**src/rtl/mem_arbiter_if.sv**
```systemverilog
// mem_arbiter_if: requester handshakes and memory bus shared by the two-port image memory arbiter
interface mem_arbiter_if #(
  parameter int ADDR_W = 16,
  parameter int DATA_W = 32
);
  logic              req0, req1, we0, we1, lock0, lock1;
  logic [ADDR_W-1:0] addr0, addr1, addr;
  logic [DATA_W-1:0] wdata0, wdata1, rdata0, rdata1, dataR, dataW;
  logic              gnt0, gnt1, rvalid0, rvalid1, err0, err1, en, we;

  modport slave (
    input  req0, req1, we0, we1, lock0, lock1, addr0, addr1, wdata0, wdata1, dataR,
    output gnt0, gnt1, rvalid0, rvalid1, rdata0, rdata1, err0, err1, addr, dataW, en, we
  );

  modport master (
    output req0, req1, we0, we1, lock0, lock1, addr0, addr1, wdata0, wdata1, dataR,
    input  gnt0, gnt1, rvalid0, rvalid1, rdata0, rdata1, err0, err1, addr, dataW, en, we
  );
endinterface

```
**src/rtl/mem_arbiter.sv**
```systemverilog
// mem_arbiter: round-robin, lockable two-port arbiter for the single-port image memory
module mem_arbiter #(
  parameter int              ADDR_W   = 16,
  parameter int              DATA_W   = 32,
  parameter logic [ADDR_W-1:0] MAX_ADDR = ADDR_W'(50687)
) (
  input logic           clk,
  input logic           reset,
  mem_arbiter_if.slave  bus
);
  typedef enum logic [1:0] {UNLOCKED, LOCKED0, LOCKED1} state_t;

  state_t            state;
  logic              prio, pend0, pend1, c0, c1, ok0, ok1, rd0, rd1;
  logic [DATA_W-1:0] hold0, hold1;

  // Grant and memory drive are combinational; rdata shows live dataR on the completion cycle, then the held copy
  always_comb begin
    c0 = bus.req0 && !reset && state != LOCKED1;
    c1 = bus.req1 && !reset && state != LOCKED0;
    bus.gnt0 = c0 && (!c1 || !prio);
    bus.gnt1 = c1 && (!c0 || prio);
    ok0 = bus.addr0 <= MAX_ADDR;
    ok1 = bus.addr1 <= MAX_ADDR;
    rd0 = bus.gnt0 && !bus.we0;
    rd1 = bus.gnt1 && !bus.we1;
    bus.en = (bus.gnt0 && ok0) || (bus.gnt1 && ok1);
    bus.we = bus.en && (bus.gnt1 ? bus.we1 : bus.we0);
    bus.addr = bus.en ? (bus.gnt1 ? bus.addr1 : bus.addr0) : '0;
    bus.dataW = bus.en ? (bus.gnt1 ? bus.wdata1 : bus.wdata0) : '0;
    bus.rdata0 = pend0 ? bus.dataR : hold0;
    bus.rdata1 = pend1 ? bus.dataR : hold1;
  end

  // Ownership FSM and round-robin pointer; a dropped lock releases ownership even without a request
  always_ff @(posedge clk or posedge reset) begin
    if (reset) begin
      state <= UNLOCKED;
      prio  <= 1'b0;
    end else begin
      if (bus.gnt0) prio <= 1'b1;
      else if (bus.gnt1) prio <= 1'b0;
      case (state)
        LOCKED0: state <= bus.lock0 ? LOCKED0 : UNLOCKED;
        LOCKED1: state <= bus.lock1 ? LOCKED1 : UNLOCKED;
        default: state <= (bus.gnt0 && bus.lock0) ? LOCKED0 : (bus.gnt1 && bus.lock1) ? LOCKED1 : UNLOCKED;
      endcase
    end
  end

  // Response path: rvalid/err one cycle after grant; out-of-range reads complete with zero data
  always_ff @(posedge clk or posedge reset) begin
    if (reset) begin
      {bus.rvalid0, bus.rvalid1, bus.err0, bus.err1, pend0, pend1} <= '0;
      hold0 <= '0;
      hold1 <= '0;
    end else begin
      bus.rvalid0 <= rd0;
      bus.rvalid1 <= rd1;
      bus.err0 <= bus.gnt0 && !ok0;
      bus.err1 <= bus.gnt1 && !ok1;
      pend0 <= rd0 && ok0;
      pend1 <= rd1 && ok1;
      hold0 <= (rd0 && !ok0) ? '0 : pend0 ? bus.dataR : hold0;
      hold1 <= (rd1 && !ok1) ? '0 : pend1 ? bus.dataR : hold1;
    end
  end
endmodule

```
**src/flat_wrapper.sv**
```systemverilog
// flat-port wrapper written by rule: the top's interface ports become plain ports
module mem_arbiter_flat 
#(
  parameter int              ADDR_W   = 16,
  parameter int              DATA_W   = 32,
  parameter logic [ADDR_W-1:0] MAX_ADDR = ADDR_W'(50687)
)
  (clk, reset, bus_req0, bus_req1, bus_we0, bus_we1, bus_lock0, bus_lock1, bus_addr0, bus_addr1, bus_wdata0, bus_wdata1, bus_dataR, bus_gnt0, bus_gnt1, bus_rvalid0, bus_rvalid1, bus_rdata0, bus_rdata1, bus_err0, bus_err1, bus_addr, bus_dataW, bus_en, bus_we);
  mem_arbiter_if #(.ADDR_W(ADDR_W), .DATA_W(DATA_W)) bus_i ();
  input logic clk;
  input logic reset;
  input wire logic [$bits(bus_i.req0)-1:0] bus_req0;
  input wire logic [$bits(bus_i.req1)-1:0] bus_req1;
  input wire logic [$bits(bus_i.we0)-1:0] bus_we0;
  input wire logic [$bits(bus_i.we1)-1:0] bus_we1;
  input wire logic [$bits(bus_i.lock0)-1:0] bus_lock0;
  input wire logic [$bits(bus_i.lock1)-1:0] bus_lock1;
  input wire logic [$bits(bus_i.addr0)-1:0] bus_addr0;
  input wire logic [$bits(bus_i.addr1)-1:0] bus_addr1;
  input wire logic [$bits(bus_i.wdata0)-1:0] bus_wdata0;
  input wire logic [$bits(bus_i.wdata1)-1:0] bus_wdata1;
  input wire logic [$bits(bus_i.dataR)-1:0] bus_dataR;
  output wire logic [$bits(bus_i.gnt0)-1:0] bus_gnt0;
  output wire logic [$bits(bus_i.gnt1)-1:0] bus_gnt1;
  output wire logic [$bits(bus_i.rvalid0)-1:0] bus_rvalid0;
  output wire logic [$bits(bus_i.rvalid1)-1:0] bus_rvalid1;
  output wire logic [$bits(bus_i.rdata0)-1:0] bus_rdata0;
  output wire logic [$bits(bus_i.rdata1)-1:0] bus_rdata1;
  output wire logic [$bits(bus_i.err0)-1:0] bus_err0;
  output wire logic [$bits(bus_i.err1)-1:0] bus_err1;
  output wire logic [$bits(bus_i.addr)-1:0] bus_addr;
  output wire logic [$bits(bus_i.dataW)-1:0] bus_dataW;
  output wire logic [$bits(bus_i.en)-1:0] bus_en;
  output wire logic [$bits(bus_i.we)-1:0] bus_we;
  assign bus_i.req0 = bus_req0;
  assign bus_i.req1 = bus_req1;
  assign bus_i.we0 = bus_we0;
  assign bus_i.we1 = bus_we1;
  assign bus_i.lock0 = bus_lock0;
  assign bus_i.lock1 = bus_lock1;
  assign bus_i.addr0 = bus_addr0;
  assign bus_i.addr1 = bus_addr1;
  assign bus_i.wdata0 = bus_wdata0;
  assign bus_i.wdata1 = bus_wdata1;
  assign bus_i.dataR = bus_dataR;
  assign bus_gnt0 = bus_i.gnt0;
  assign bus_gnt1 = bus_i.gnt1;
  assign bus_rvalid0 = bus_i.rvalid0;
  assign bus_rvalid1 = bus_i.rvalid1;
  assign bus_rdata0 = bus_i.rdata0;
  assign bus_rdata1 = bus_i.rdata1;
  assign bus_err0 = bus_i.err0;
  assign bus_err1 = bus_i.err1;
  assign bus_addr = bus_i.addr;
  assign bus_dataW = bus_i.dataW;
  assign bus_en = bus_i.en;
  assign bus_we = bus_i.we;
  mem_arbiter #(.ADDR_W(ADDR_W), .DATA_W(DATA_W), .MAX_ADDR(MAX_ADDR)) u_core (.clk(clk), .reset(reset), .bus(bus_i));
endmodule
```
**config.mk**
```make
export PLATFORM = sky130hd
export DESIGN_NAME = mem_arbiter_flat
export DESIGN_NICKNAME = d
export VERILOG_FILES = /design/src/rtl/mem_arbiter_if.sv /design/src/rtl/mem_arbiter.sv /design/src/flat_wrapper.sv
export SDC_FILE = /design/constraint.sdc
export NUM_CORES = 1
export LEC_CHECK = 0
export CAP_MARGIN = 15
export CORE_MARGIN = 5
export CORE_UTILIZATION = 35
export CTS_CLUSTER_DIAMETER = 120
export CTS_CLUSTER_SIZE = 40
export DETAILED_ROUTE_END_ITERATION = 10
export PLACE_DENSITY = 0.87
export SYNTH_ARGS = -nofsm -noshare
export SYNTH_HDL_FRONTEND = slang
export SYNTH_SLANG_ARGS = --single-unit
```
**constraint.sdc**
```tcl
create_clock -name clk -period 2.09 [get_ports clk]
set_input_delay 0.418 -clock clk [delete_from_list [all_inputs] [get_ports clk]]
set_output_delay 0.418 -clock clk [all_outputs]
set_load 0.03 [all_outputs]
```
==> results.cfg <==
[outcome]
status = complete, but fails checks
violations = setup timing

[sta]
finalClockSkew_ps = 7.023
post-route-min-period_ps = 2628
grt_setup_unrepaired = yes
slew_headroom_pct = 65.60
hold_viol_final = 0
tightest_slew_ps = 515.4
setup_viol = 51
finalSetupTns_ps = -24460
layout_setup_ws_ps = -538.2
drv_slew = 0
holdWs_ps = 530.5
layout_worst_path_cycle_share_pct = 125.8
fmax_mhz = 380.5

[setup_path]
critical_path.max_stage_delay_ps = 390
worstSetupEndpointType = output port
crit_top_cell = clkbuf_16
critPathBufInv = 4
crit_chain = inv_1 > ha_2 > or3b_4 > o211ai_1 > clkbuf_16 > clkbuf_16 > a22oi_2 > buf_12
cp.arrival_ps = 2210
path_class = flop to output port
critPathSlowestCell = or3b_4
cp.required_ps = 1670
setup.worst_path.start_class = flop
crit_family = buffers and inverters
cp_max_fo = 11

[power]
p_sw_share_pct = 36.96
switching_power_uw = 2616
p_clk_share_pct = 23.0
p_total_uw = 7078
p_comb_share_pct = 50.4
intPower_uw = 4461
p_seq_share_pct = 26.6
p_leak_uw = 0.003488
peakVddDrop_v = 0.0003776
powerDensity_mw_per_mm2 = 852.3

[synth]
yosys-top-cells-area = dfrtp_1 (42%), mux2_2 (14%), a22oi_1 (8.2%)
synth_ff_type = dfrtp_1
synth_warnings = 0
synth_edf_count = 0
async_flop_share_pct = 100.0
synth_top_cell_by_area = dfrtp_1
synth_cell_type_count = 30
ys_seq_area_share_pct = 41.62
synth_nets = 575
syn_inst = 437
avgSynthCellArea_um2 = 10.04
syn_area_mm2 = 0.004389
synth.top_cell.area_share_pct = 41.62
synth_seq_cells = 73

[clocking]
clk_latency_ps = 330
cts_tree = done
clk_pin_slew_ps = 50
cts_sinks = 73
htree_num_levels = 3
clockBufferDepth = 2
cts_root_buf = clkbuf_16
numCtsBuffers = 9

[cells_and_area]
drive_gt1_share_pct = 42.42
nFillCells = 929
area_growth_pct = 89.20
layout_commonest_cell = clkdlybuf4s50_1
largestRegisters = u_core.hold0: 32 flops, u_core.hold1: 32 flops, u_core.state: 2 flops
layout_common_cells = clkdlybuf4s50_1 (131), buf_4 (83), dfrtp_1 (73)
layout.nets = 845
antenna_cells = 0

[drt]
via_per_inst = 5.433
wl_per_cell_um = 20.90
drtPass1Iterations = 6
drc = 0
vias = 4803
drt_iter0_drc = 341
ant_nets = 0
routed_wl_um = 18480

[floorplan]
ios = 256
start_util_pct = 35.21
die_x_um = 122.0
fp.dieH_um = 122.0
core_area_mm2 = 0.01247
rows = 41
design.die.area_mm2 = 0.01488

[global_routing]
grt_pass1_vias = 5126
grt_pass1_wl_um = 27450
grtUsageTotal_pct = 23.57
overflow = 0
antenna_found_initial = 0
grt_start_max_net_pins = 74

[placement]
dp_hpwl_um = 13120
gp_congestion = 0.9447
pre_cts_slack_ps = -618.2
port_buffers = 255

[worst_hold_path]
hold_path_class = primary input to async pin

[job]
cap_violations = 0
logic make-up (layout without fill, tap and decap cells):
| kind of cell | count (synthesis) | in the layout | share of synthesized area (%) |
|---|---|---|---|
| adder cells (fa/ha/maj) | 2 | 2 | 0.5700 |
| buffers and inverters | 57 | 332 | 5.559 |
| flip-flops | 73 | 73 | 41.62 |
| AO/OA/AOI/OAI | 168 | 168 | 26.68 |
| AND/OR/NAND/NOR | 73 | 73 | 9.151 |
| multiplexers | 64 | 64 | 16.42 |
metal layers:
layer / vias up / global-route usage (%) / routed length, um
li1: 2164 / - / -
met2: 233 / 42.16 / 9637
met5: - / 0 / 0
met3: 52 / 6.453 / 1436
met4: 0 / 8.964 / 618
met1: 2354 / 26.69 / 6785
stage by stage:
stage | cell area [um^2] | cells | util (%)
after floorplan | 4683 | 437 | -
after global placement | 7517 | 856 | 60.30
after detailed placement | 7517 | 856 | 60.30
after CTS | 8114 | 883 | 65.09
after global routing | 8304 | 884 | 66.62
final | 8304 | 884 | 66.62
worst register-to-register path, cell delays in order (launching register included):
cell and delay (ps):
dfrtp_1 360, inv_1 50, ha_2 200, or3b_4 420
buf_12 180, nor3_4 270, buf_12 240, a21boi_0 150
path summary, 6_finish.rpt:
| path | from | endpoint | slack [ps] | depth (start not counted) |
|---|---|---|---|---|
| setup / recovery | u_core.state[0] | bus_dataW[11] | -540 | 8 |
| hold / removal | reset | u_core.prio | 530 | 4 |
| setup reg to reg | u_core.state[1] | u_core.hold1[1] | 90 | 7 |
| hold reg to reg | u_core.prio | u_core.prio | 630 | 3 |
| max in group asynchronous | reset | u_core.state[0] | 1240 | 4 |
| min in group clk | u_core.prio | u_core.prio | 630 | 3 |
timing repair:
action                     4_1_cts  5_1_grt
buffers inserted                 7        2
resized for setup               57       46
gates cloned                     4        2
pin swaps                       14       12
setup endpoints to repair      120      108
hold buffers                     0        0
Yosys cell counts, drive strengths merged, types with 3 or more instances:
library cell / n
mux2: 64
clkbuf: 35
nand2: 6
nor2: 3
inv: 4
a22oi: 48
dfrtp: 73
nor3b: 3
o21ai: 48
a21boi: 66
buf: 18
nor3: 3
nand3: 50
power by group through the flow:
stage	clock [uW]	combinational, uW	sequential, uW
final	1630	3570	1880
after global routing	1730	3770	1920
after CTS	1670	3530	1880
after global placement	0	3390	1880
after floorplan	0	2030	1870
after detailed placement	0	3450	1910
area by class of cell:
cell class              count  area [um^2]  area share [%]
multi-input cells         307         2635           31.73
clock buffers              10        229.0           2.757
well taps                 172        215.2           2.592
clock inverters             6        90.09           1.085
repair buffers            312         3289           39.61
inverters                   4        18.77          0.2260
flip-flops and latches     73         1827           22.00
Note: power is estimated with default switching activity, not from simulation.
